[src/rtl/bf16_dot_seq.sv]
// Sequencer for a bf16 dot product built on one shared combinational bf16_fma.
// Accumulates one element pair per cycle; the final result is published on DONE exit.
module bf16_dot_seq #(
  parameter int unsigned LEN_W = 8
) (
  input  logic             clk,
  input  logic             reset,
  input  logic             start,
  input  logic [LEN_W-1:0] length,
  input  logic [15:0]      init_acc,
  input  logic             abort,
  input  logic             in_valid,
  output logic             in_ready,
  input  logic [15:0]      in_a,
  input  logic [15:0]      in_b,
  output logic [15:0]      fma_a,
  output logic [15:0]      fma_b,
  output logic [15:0]      fma_c,
  input  logic [15:0]      fma_result,
  input  logic [3:0]       fma_flags,
  output logic             busy,
  output logic             done,
  output logic [15:0]      result,
  output logic [3:0]       flags,
  output logic [LEN_W-1:0] remaining
);

  localparam logic [1:0] S_IDLE = 2'd0;
  localparam logic [1:0] S_RUN  = 2'd1;
  localparam logic [1:0] S_DONE = 2'd2;

  logic [1:0]       state;
  logic [1:0]       state_nx;
  logic [15:0]      acc;
  logic [3:0]       wflags;
  logic [LEN_W-1:0] rem;
  logic             accept;
  logic             last_elem;

  // The FMA sees the current pair and running accumulator at all times.
  assign fma_a = in_a;
  assign fma_b = in_b;
  assign fma_c = acc;

  assign in_ready  = (state == S_RUN) && !abort;
  assign accept    = in_ready && in_valid;
  assign last_elem = (rem == LEN_W'(1));

  assign busy      = (state != S_IDLE);
  assign done      = (state == S_DONE);
  assign remaining = rem;

  always_ff @(posedge clk) begin
    if (reset) begin
      state <= S_IDLE;
    end else begin
      state <= state_nx;
    end
  end

  always_comb begin
    state_nx = state;
    case (state)
      S_IDLE: begin
        if (start) begin
          state_nx = (length == '0) ? S_DONE : S_RUN;
        end
      end
      S_RUN: begin
        // Abort wins over a same-cycle accept.
        if (abort) begin
          state_nx = S_IDLE;
        end else if (accept && last_elem) begin
          state_nx = S_DONE;
        end
      end
      S_DONE:  state_nx = S_IDLE;
      default: state_nx = S_IDLE;
    endcase
  end

  always_ff @(posedge clk) begin
    if (reset) begin
      acc    <= 16'h0000;
      wflags <= 4'h0;
      rem    <= '0;
      result <= 16'h0000;
      flags  <= 4'h0;
    end else begin
      case (state)
        S_IDLE: begin
          if (start) begin
            acc    <= init_acc;
            wflags <= 4'h0;
            rem    <= length;
          end
        end
        S_RUN: begin
          if (abort) begin
            rem <= '0;
          end else if (accept) begin
            acc    <= fma_result;
            wflags <= wflags | fma_flags;
            rem    <= rem - LEN_W'(1);
          end
        end
        S_DONE: begin
          result <= acc;
          flags  <= wflags;
        end
        default: ;
      endcase
    end
  end

endmodule

[config.mk]
export PLATFORM = sky130hd
export DESIGN_NAME = bf16_dot_seq
export DESIGN_NICKNAME = d
export VERILOG_FILES = /design/src/rtl/bf16_dot_seq.sv
export SDC_FILE = /design/constraint.sdc
export NUM_CORES = 1
export LEC_CHECK = 0
export ABC_AREA = 0
export BUFFER_PORTS_ARGS = -buffer_cell sky130_fd_sc_hd__buf_4
export CAP_MARGIN = 25
export CELL_PAD_IN_SITES_DETAIL_PLACEMENT = 0
export CELL_PAD_IN_SITES_GLOBAL_PLACEMENT = 1
export CORE_MARGIN = 1
export CORE_UTILIZATION = 29
export DETAILED_ROUTE_END_ITERATION = 8
export PLACE_DENSITY_LB_ADDON = 0.1
export SYNTH_ARGS = -nofsm -noshare
export SYNTH_HDL_FRONTEND = slang
export SYNTH_SLANG_ARGS = --single-unit
[constraint.sdc]
create_clock -name clk -period 2.2 [get_ports clk]
set_input_delay 0.44 -clock clk [delete_from_list [all_inputs] [get_ports clk]]
set_output_delay 0.44 -clock clk [all_outputs]
set_load 0.005 [all_outputs]
Word level (Yosys, flattened, before mapping):

Index checks and enable logic that the tools add are counted.
Widths: inputs -> output; s select.

* register bits after elaboration: 50
* bits of input ports: 81
* output and inout bits: 79
* logic and storage cells: 44

* muxes and demuxes: 17
* $add $sub $neg: 1
* bitwise operators: 1
* reductions and logical operators: 11
* eq/ne operators: 8

Operators by type and width (count)
* $mux 16: 3
* $pmux 16 s2: 1
* $mux 8: 3
* $pmux 8 s2: 1
* $mux 4: 3
* $eq 8x1->1 const B: 1
* $logic_not 8->1: 1
* $mux 2: 4
* $pmux 4 s2: 1
* $sub 8x1->8 const B: 1
* $ne 2x2->1 const B: 3
* $or 4x4->4: 1
* $pmux 2 s2: 1
* $reduce_and 4->1: 1
* $reduce_bool 2->1: 2
* $logic_and 1x1->1: 3
* $ne 3x2->1 const B: 1
* $ne 3x3->1 const B: 1
* $reduce_and 3->1: 1
* $eq 2x1->1 const B: 1
* $eq 2x2->1 const B: 1
* $logic_not 2->1: 1
* $reduce_and 2->1: 1
* $logic_not 1->1: 1

Logic depth before layout (Yosys ltp):

Gate-level depths: netlist of run 1.

* depth after elaboration: 7
* mapped depth: 8
* depth with buffers taken out: 6

Least setup slack after synthesis of run 1:

OpenSTA, ideal clock, no wires.

* kind: input to register
* start: input port abort
* end: register acc[10] (netlist: fma_c[10])
* stages on the path: 8
* data required time: 2.120 ns
* path slack: 0.580 ns
* arrival: 1.540 ns
* setup time: 0.080 ns
* path buffers: 3
* cell sequence: or3b_1 buf_6 clkinv_4 a22o_4 buf_6 buf_8 nor2_1 a211oi_2

* cells in the longest elaborated chain, start to end: 5
* elaborated cells on any way between the ends: 6
* classes of those cells: eq/ne: 2; reduce/logical: 4

Ends and longest elaborated chain
* from (decl): RTL line 11 `input logic abort,`
* $logic_not 1->1: RTL line 45 `assign in_ready = (state == S_RUN) && !abort;`
* $logic_and 1x1->1: RTL line 45
* via in_ready: RTL line 13 `output logic in_ready,`
* $logic_and 1x1->1: RTL line 46 `assign accept = in_ready && in_valid;`
* $ne 2x2->1 (no source line)
* $reduce_and 4->1 (no source line)
* to (signal assigned): RTL line 93 `acc <= init_acc;`
* to (signal assigned): RTL line 102 `acc <= fma_result;`
* to (decl): RTL line 34 `logic [15:0] acc;`

The timed path passes the listed nets, and every way through them passes these cells.
A chain may end at the register's enable or synchronous reset.

Worst setup path after layout of run 1:

* start: register state[0]
* end: output port in_ready

* cells in the longest elaborated chain, start to end: 2

Ends and longest elaborated chain
* from (decl): RTL line 32 `logic [1:0] state;`
* from (signal assigned): RTL line 57 `state <= state_nx;`
* $eq 2x1->1: RTL line 45
* $logic_and 1x1->1: RTL line 45
* to (decl): RTL line 13

Every way passes these cells.

==> flow_summary.yaml, run 1 <==
run_status:
  status: "completed"
sta:
  fin_setup_tns_ps: 0
  drv_slew: 0
  fin_crit_ps: 1810
  finalSetupViolations: 0
  rsz0062_at_grt: "no"
  max_freq_mhz: 552
  clock_skew_ps: 9.70
  hold_viol: 0
  timing.hold.ws_ps: 368
  relSlewSlack_pct: 56.5
  finalCritPeriodShare_pct: 82.4
  worst_pin_slew_ps: 647
final_layout:
  nNetsFinal: 428
  post-route-util_pct: 37.9
  instances_no_fill: 451
  final_common_cell: "buf_4"
  final_cell_mix: "buf_4, dfxtp_1, nand2_1"
  n_antenna_cell: 0
  drive_gt1_share_pct: 34.7
  area_growth_pct: 26.6
worst_hold_path:
  min_to: "wflags[2]"
  hold_path_startpoint: "fma_flags[2]"
  min_path_type: "primary input to register"
  hold_depth: 3
logic_synthesis:
  ys_warn_count: 0
  syn_inst: 288
  synth.distinct_cells: 34
  synth-edff-count: 0
  synth_ff_type: "dfxtp_1"
  synthArstFlopShare_pct: 0
  syn_area_um2: 2460
  syn_area_per_cell_um2: 8.55
  synth_seq_area_share_pct: 40.7
  synth_seq_cells: 50
  syn-num-nets: 371
clock_tree:
  cts_tree: "yes"
  clock-sinks: 50
  clock_latency_ps: 310
  cts_resized: 0
  post_cts_buffers: 0
  cts-hold-fix-buffers: 0
  cts_buffer_depth: 2
  cts_buffers: 5
  h-tree-depth: 2
  cts.clk_slew.worst_paths_ps: 100
  cts_root_buf: "clkbuf_8"
drt:
  post_drt_wl_per_cell_um: 14.2
  dr.pass1.iters: 4
  vias_per_cell: 4.72
  antenna_left: 0
  routed_wirelength_um: 6410
  route.vias.total: 2128
  drtIter0Drc: 61
  drc_errors: 0
power_and_ir_drop:
  switching_share_pct: 27.7
  seqPwrFrac_pct: 48.0
  powerDensity_nw_per_um2: 674
  vdd_drop_max_mv: 0.291
  share_comb_of_total_power_pct: 19.6
  leakagePower_nw: 1.38
  p_int_mw: 1.52
  p_total_mw: 2.10
  p_clk_share_pct: 32.4
  power_switching_uw: 583
worst_setup_path:
  end_kind: "output port"
  r2r_end: "fma_c[3]"
  required_ps: 1760
  crit_arrival_ps: 1370
  cp_max_fo: 9
  reg2regPathDepth: 5
  r2r_start: "state[0]"
  reg2reg_slack_ps: 470
  crit_type: "register to output port"
  cp-start-kind: "register"
job:
  drv_cap: 0
global_route:
  grt_pass1_vias: 1969
  grt_overflow: 0
  track_usage_pct: 14.5
  grt_start_max_net_pins: 48
  antenna_found_initial: 0
  grt_pass1_wl_um: 10000
placed_design:
  portBuffers: 95
  routabilityCongestion: 0.815
  dp.cells: 443
  hpwl_um: 4490
die:
  rows: 33
  core_area_um2: 8220
  dieArea_um2: 8860
  die_x_um: 94.1
  dieHeight_um: 94.1
  ios: 160
  initial_utilization_pct: 30.0
-- sequential cells by signal, indices dropped and copies added, names as in the netlist --
signal,flops
fma_c,16
flags,4
wflags,4
result,16
remaining,8
state,2
-- how the worst max path moves through the flow --
stage,from,cells past startpoint,slack [ps],to
after detailed placement,abort,6,300,fma_c[4]
after CTS,state[0],3,380,in_ready
after floorplan,abort,8,580,fma_c[10]
final,state[0],3,390,in_ready
after global routing,state[0],5,300,fma_c[2]
after global placement,in_valid,5,180,remaining[5]
-- cell usage after synthesis (4+ instances only) --
| cell | count | share of area, % |
|---|---|---|
| inv_1 | 6 | 0.92 |
| mux2i_1 | 16 | 6.5 |
| nor4_1 | 5 | 1.3 |
| a31oi_1 | 4 | 1.0 |
| a211oi_2 | 10 | 5.1 |
| a211oi_1 | 10 | 3.1 |
| clkbuf_1 | 11 | 1.7 |
| a21oi_1 | 31 | 6.3 |
| nand2_1 | 45 | 6.9 |
| o21ai_0 | 6 | 1.2 |
| dfxtp_1 | 50 | 41 |
| nor2_1 | 30 | 4.6 |
| buf_4 | 34 | 10 |
-- through the flow --
step	instance area [µm²]	worst slack (ps)
floorplan	2460	580
global placement	2990	181
detailed placement	3000	297
CTS	3120	380
global route	3120	302
finish	3120	388
-- power by group through the flow --
stage / clock (mW) / sequential (mW) / combinational [mW]
after floorplan: 0 / 1.02 / 0.278
after global placement: 0 / 1.03 / 0.417
after detailed placement: 0 / 1.03 / 0.419
after CTS: 0.705 / 1.01 / 0.420
after global routing: 0.747 / 1.02 / 0.460
final: 0.681 / 1.01 / 0.411
-- critical path, stage by stage (launching register included) --
cell      delay [ps]
dfxtp_1          410
or3b_1           430
clkinv_4         110
buf_4            110
-- logic make-up after synthesis --
logic type / Yosys count / synth area share [%]
adder cells (fa/ha/maj): 2 / 1.02
flip-flops: 50 / 40.7
AO/OA/AOI/OAI: 70 / 20.3
AND/OR/NAND/NOR: 93 / 16.3
multiplexers: 16 / 6.51
buffers and inverters: 57 / 15.3
-- routing by layer --
| metal | vias to the layer above | share of wire [%] | GRT usage (%) |
|---|---|---|---|
| li1 | 1075 | - | - |
| met1 | 980 | 48 | 18.9 |
| met2 | 64 | 46 | 23.1 |
| met3 | 9 | 5.5 | 3.56 |
| met4 | 0 | 0.90 | 5.26 |
| met5 | - | 0 | 0 |
-- cell type report --
cell class,instances,area [µm²]
sequential,50,1000
tap,105,131
clock buffer,5,68.8
clock inverter,3,48.8
fill,887,5100
timing repair buffer,100,751
multi-input combinational,181,1080
inverter,7,31.3
(Power assumes the default switching activity.)
==> run 2: changes to the inputs <==
CORE_UTILIZATION = 26   (was 29)
clock period = 1.45 ns   (was 2.2 ns; I/O delays follow)
==> run 2 against run 1 <==
Effect of this change: the run now ends with setup timing left; sequential share of layout area shrank 6.5 points; wire length grew 20%; worst setup slack got worse by 560 ps; clock skew shrank 3.1 ps; combinational power rose to 2.5 times the previous value; clock power increased by 56%; core utilization rose by 4.8 points; total power rose by 73%; sequential power is 51% higher; critical path depth up 4; largest cell class is now buffers.
==> flow_summary.yaml, run 2 (same netlist as run 1, synthesis figures left out) <==
worst_setup_path:
  cp-start-kind: "register"
  required_ps: 1680
  crit_type: "register to register"
  crit_arrival_ps: 1850
  end_kind: "register"
  cp_max_fo: 7
final_layout:
  final_common_cell: "buf_4"
  drive_gt1_share_pct: 55.6
  nNetsFinal: 476
  final_cell_mix: "buf_4, nand2_1, dfxtp_1"
  post-route-util_pct: 42.8
  stdcell_area_um2: 3930
  area_growth_pct: 59.8
  n_antenna_cell: 0
clock_tree:
  cts-hold-fix-buffers: 0
  cts_buffers: 5
  cts_buffer_depth: 2
  clock-sinks: 50
  cts.clk_slew.worst_paths_ps: 100
  cts_tree: "yes"
  h-tree-depth: 2
  clock_latency_ps: 310
  cts_root_buf: "clkbuf_8"
sta:
  finalCritPeriodShare_pct: 112
  setup_ws_ps: -172
  relSlewSlack_pct: 69.6
  worst_pin_slew_ps: 451
  max_freq_mhz: 617
  clock_skew_ps: 6.64
  fin_setup_tns_ps: -3170
  hold_viol: 0
  finalSetupViolations: 27
  rsz0062_at_grt: "yes"
  timing.hold.ws_ps: 205
  fin_crit_ps: 1620
  drv_slew: 0
power_and_ir_drop:
  leakagePower_nw: 1.73
  powerDensity_nw_per_um2: 924
  p_total_mw: 3.63
  vdd_drop_max_mv: 0.386
global_route:
  antenna_found_initial: 0
  grt_start_max_net_pins: 30
  track_usage_pct: 15.4
  grt_pass1_wl_um: 11800
  grt_overflow: 0
  grt_pass1_vias: 2370
drt:
  routed_wirelength_um: 7690
  post_drt_wl_per_cell_um: 15.2
  dr.pass1.iters: 4
  drtIter0Drc: 55
  vias_per_cell: 4.71
  antenna_left: 0
  route.vias.total: 2380
  drc_errors: 0
die:
  rows: 35
  core_area_um2: 9200
  ios: 160
  die_x_um: 99.3
  dieArea_um2: 9860
  initial_utilization_pct: 26.8
  dieHeight_um: 99.3
run_status:
  violations: "setup timing"
  status: "finished, violations left"
placed_design:
  hpwl_um: 5110
  placed_area_um2: 3280
  portBuffers: 95
  routabilityCongestion: 0.755
job:
  drv_cap: 0
worst_hold_path:
  min_path_type: "primary input to register"
-- run 2: cell type report --
class                   instances  area, µm²
clock inverters                 2       38.8
flip-flops and latches         50       1010
repair buffers                148       1320
fillers                       920       5260
inverters                       7       43.8
well taps                     111        139
multi-input cells             181       1300
clock buffers                   6       82.6
-- run 2: power by group --
| part | leakage (nW) | internal [mW] | switching [mW] |
|---|---|---|---|
| sequential | 0.411 | 1.46 | 0.0727 |
| clock | 0.0618 | 0.568 | 0.494 |
| combinational | 1.26 | 0.590 | 0.453 |
| total | 1.73 | 2.61 | 1.02 |
-- run 2: final timing paths --
kind	slack, ps	depth (start not counted)	start	to
setup / recovery	-170	7	state[0]	fma_c[3]
hold / removal	210	3	fma_flags[0]	wflags[0]
setup reg to reg	-170	7	state[0]	fma_c[3]
hold reg to reg	460	2	result[12]	result[12]
-- run 2: critical path, cell delays in order (launching register included) --
cell	delay, ps
dfxtp_2	330
or3b_4	270
clkinv_8	60
buf_6	110
a22o_4	300
buf_4	170
buf_12	130
a211oi_2	180
-- run 2: per-layer routing --
layer	share of wire, %	global-route usage [%]	vias to the layer above
met3	4.9	3.51	13
met5	0	0	-
li1	-	-	1177
met2	50	27.2	66
met1	43	18.4	1124
met4	1.9	5.32	0
-- run 2: repair_timing --
action,CTS,global route
hold endpoints to repair,0,0
endpoints found under the setup margin,33,33
resized for setup,33,31
buffers inserted,12,10
pin swaps,13,14
cloned,3,3
-- run 2: metrics by stage --
stage / std cells / setup WS (ps)
2_1_floorplan: 288 / -29.6
3_3_place_gp: 472 / -472
3_5_place_dp: 473 / -244
4_1_cts: 494 / -162
5_1_grt: 505 / -235
6_report: 505 / -172
==> run 3: changes to the inputs <==
MAX_ROUTING_LAYER = met4   (was unset)
==> run 3 against run 2 <==
Effect of this change: the run still ends with setup timing left; sequential power is essentially flat; clock power about the same; wire length decreased by 0.38%; clock skew shrank 1.7 ps; via count down 0.92%; global-route usage increased by 0.46 points; sequential share of layout area unchanged; worst setup slack barely moved; critical path depth stayed put; die area stayed put; critical endpoint unchanged; final area is the same.
==> flow_summary.yaml, run 3 (same netlist as run 1, synthesis figures left out) <==
power_and_ir_drop:
  powerDensity_nw_per_um2: 926
  p_total_mw: 3.64
  leakagePower_nw: 1.73
  vdd_drop_max_mv: 0.386
worst_setup_path:
  end_kind: "register"
  crit_chain: "or3b_4, clkinv_8, buf_6, a22o_4, buf_4, buf_12, a211oi_2"
  critPathSlowestCell: "dfxtp_2"
  cp-start-kind: "register"
  crit_type: "register to register"
  reg2regPathDepth: 7
  reg2reg_slack_ps: -170
  crit_arrival_ps: 1850
  worst-path-buf-inv: 4
  cp_top_family: "compound AO/OA/AOI/OAI gates"
  required_ps: 1680
  cp_max_fo: 7
  cpPeakStageDelay_ps: 330
  path_depth: 7
  r2r_end: "fma_c[3]"
  r2r_start: "state[0]"
final_layout:
  area_growth_pct: 59.8
  nNetsFinal: 476
  instances_no_fill: 505
  drive_gt1_share_pct: 55.6
  n_antenna_cell: 0
  final_cell_mix: "buf_4, nand2_1, dfxtp_1"
  final_common_cell: "buf_4"
  stdcell_area_um2: 3930
sta:
  max_freq_mhz: 616
  worst_pin_slew_ps: 441
  hold_viol: 0
  clock_skew_ps: 4.96
  rsz0062_at_grt: "yes"
  fin_crit_ps: 1620
  finalSetupViolations: 27
  relSlewSlack_pct: 70.3
  setup_ws_ps: -172
  finalCritPeriodShare_pct: 112
  drv_slew: 0
clock_tree:
  clock-sinks: 50
  cts_tree: "yes"
  clock_latency_ps: 310
  h-tree-depth: 2
  cts.clk_slew.worst_paths_ps: 100
  cts_root_buf: "clkbuf_8"
  cts_buffers: 5
  cts_buffer_depth: 2
die:
  ios: 160
  rows: 35
  initial_utilization_pct: 26.8
  core_area_um2: 9200
  die_x_um: 99.3
  dieArea_um2: 9860
  dieHeight_um: 99.3
placed_design:
  dp.cells: 473
  routabilityCongestion: 0.765
  portBuffers: 95
  placed_area_um2: 3280
  hpwl_um: 5110
global_route:
  grt_pass1_wl_um: 11800
  grt_pass1_vias: 2373
  grt_overflow: 0
  grt_start_max_net_pins: 30
  track_usage_pct: 15.9
  antenna_found_initial: 0
job:
  drv_cap: 0
drt:
  vias_per_cell: 4.67
  routed_wirelength_um: 7660
  drtIter0Drc: 50
  route.vias.total: 2358
  antenna_left: 0
  dr.pass1.iters: 4
  post_drt_wl_per_cell_um: 15.2
  drc_errors: 0
run_status:
  status: "finished, violations left"
  violations: "setup timing"
worst_hold_path:
  hold_depth: 3
  min_to: "wflags[0]"
  min_path_type: "primary input to register"
  hold_path_startpoint: "fma_flags[0]"
-- run 3: area by class of cell --
cell class,count,area [µm²]
multi-input cells,181,1300
fillers,919,5260
repair buffers,148,1320
well taps,111,139
clock inverters,2,38.8
inverters,7,43.8
clock buffers,6,82.6
flip-flops and latches,50,1010
-- run 3: how the worst max path moves through the flow --
stage | startpoint | endpoint
global placement | state[0] | remaining[5]
CTS | state[0] | in_ready
finish | state[0] | fma_c[3]
floorplan | state[0] | fma_c[10]
global route | state[0] | fma_c[12]
detailed placement | abort | fma_c[3]
-- run 3: through the flow --
step                      setup WS [ps]  TNS [ps]  utilization [%]  hold slack (ps)
after floorplan                   -29.6      -433                -              428
after global routing               -235     -4860             42.8              195
after CTS                          -162     -2860             40.2              191
final                              -172     -3170             42.8              204
after global placement             -472     -5950             35.6              443
after detailed placement           -244     -3990             35.7              446
-- run 3: timing repair --
action	CTS	global route
gates resized for setup	33	31
setup buffers	12	10
cloned	3	3
hold buffers	0	0
pin swaps	13	14
endpoints found under the setup margin	33	33
-- run 3: power by group --
group	internal (mW)	leakage, nW	switching (mW)	total [mW]
combinational	0.590	1.26	0.452	1.04
clock	0.569	0.0618	0.502	1.07
sequential	1.46	0.411	0.0724	1.53
-- run 3: worst register-to-register path, cell delays in order, from the launching register on --
cell and delay, ps:
dfxtp_2 330, or3b_4 270, clkinv_8 60, buf_6 110, a22o_4 300, buf_4 170
buf_12 130, a211oi_2 180
-- run 3: layer usage --
| metal | GRT usage (%) | vias up | share of wire [%] |
|---|---|---|---|
| met2 | 27.2 | 67 | 51 |
| met4 | 5.32 | 0 | 1.9 |
| met1 | 18.9 | 1104 | 43 |
| li1 | - | 1174 | - |
| met3 | 2.74 | 13 | 4.0 |
| met5 | - | - | 0 |
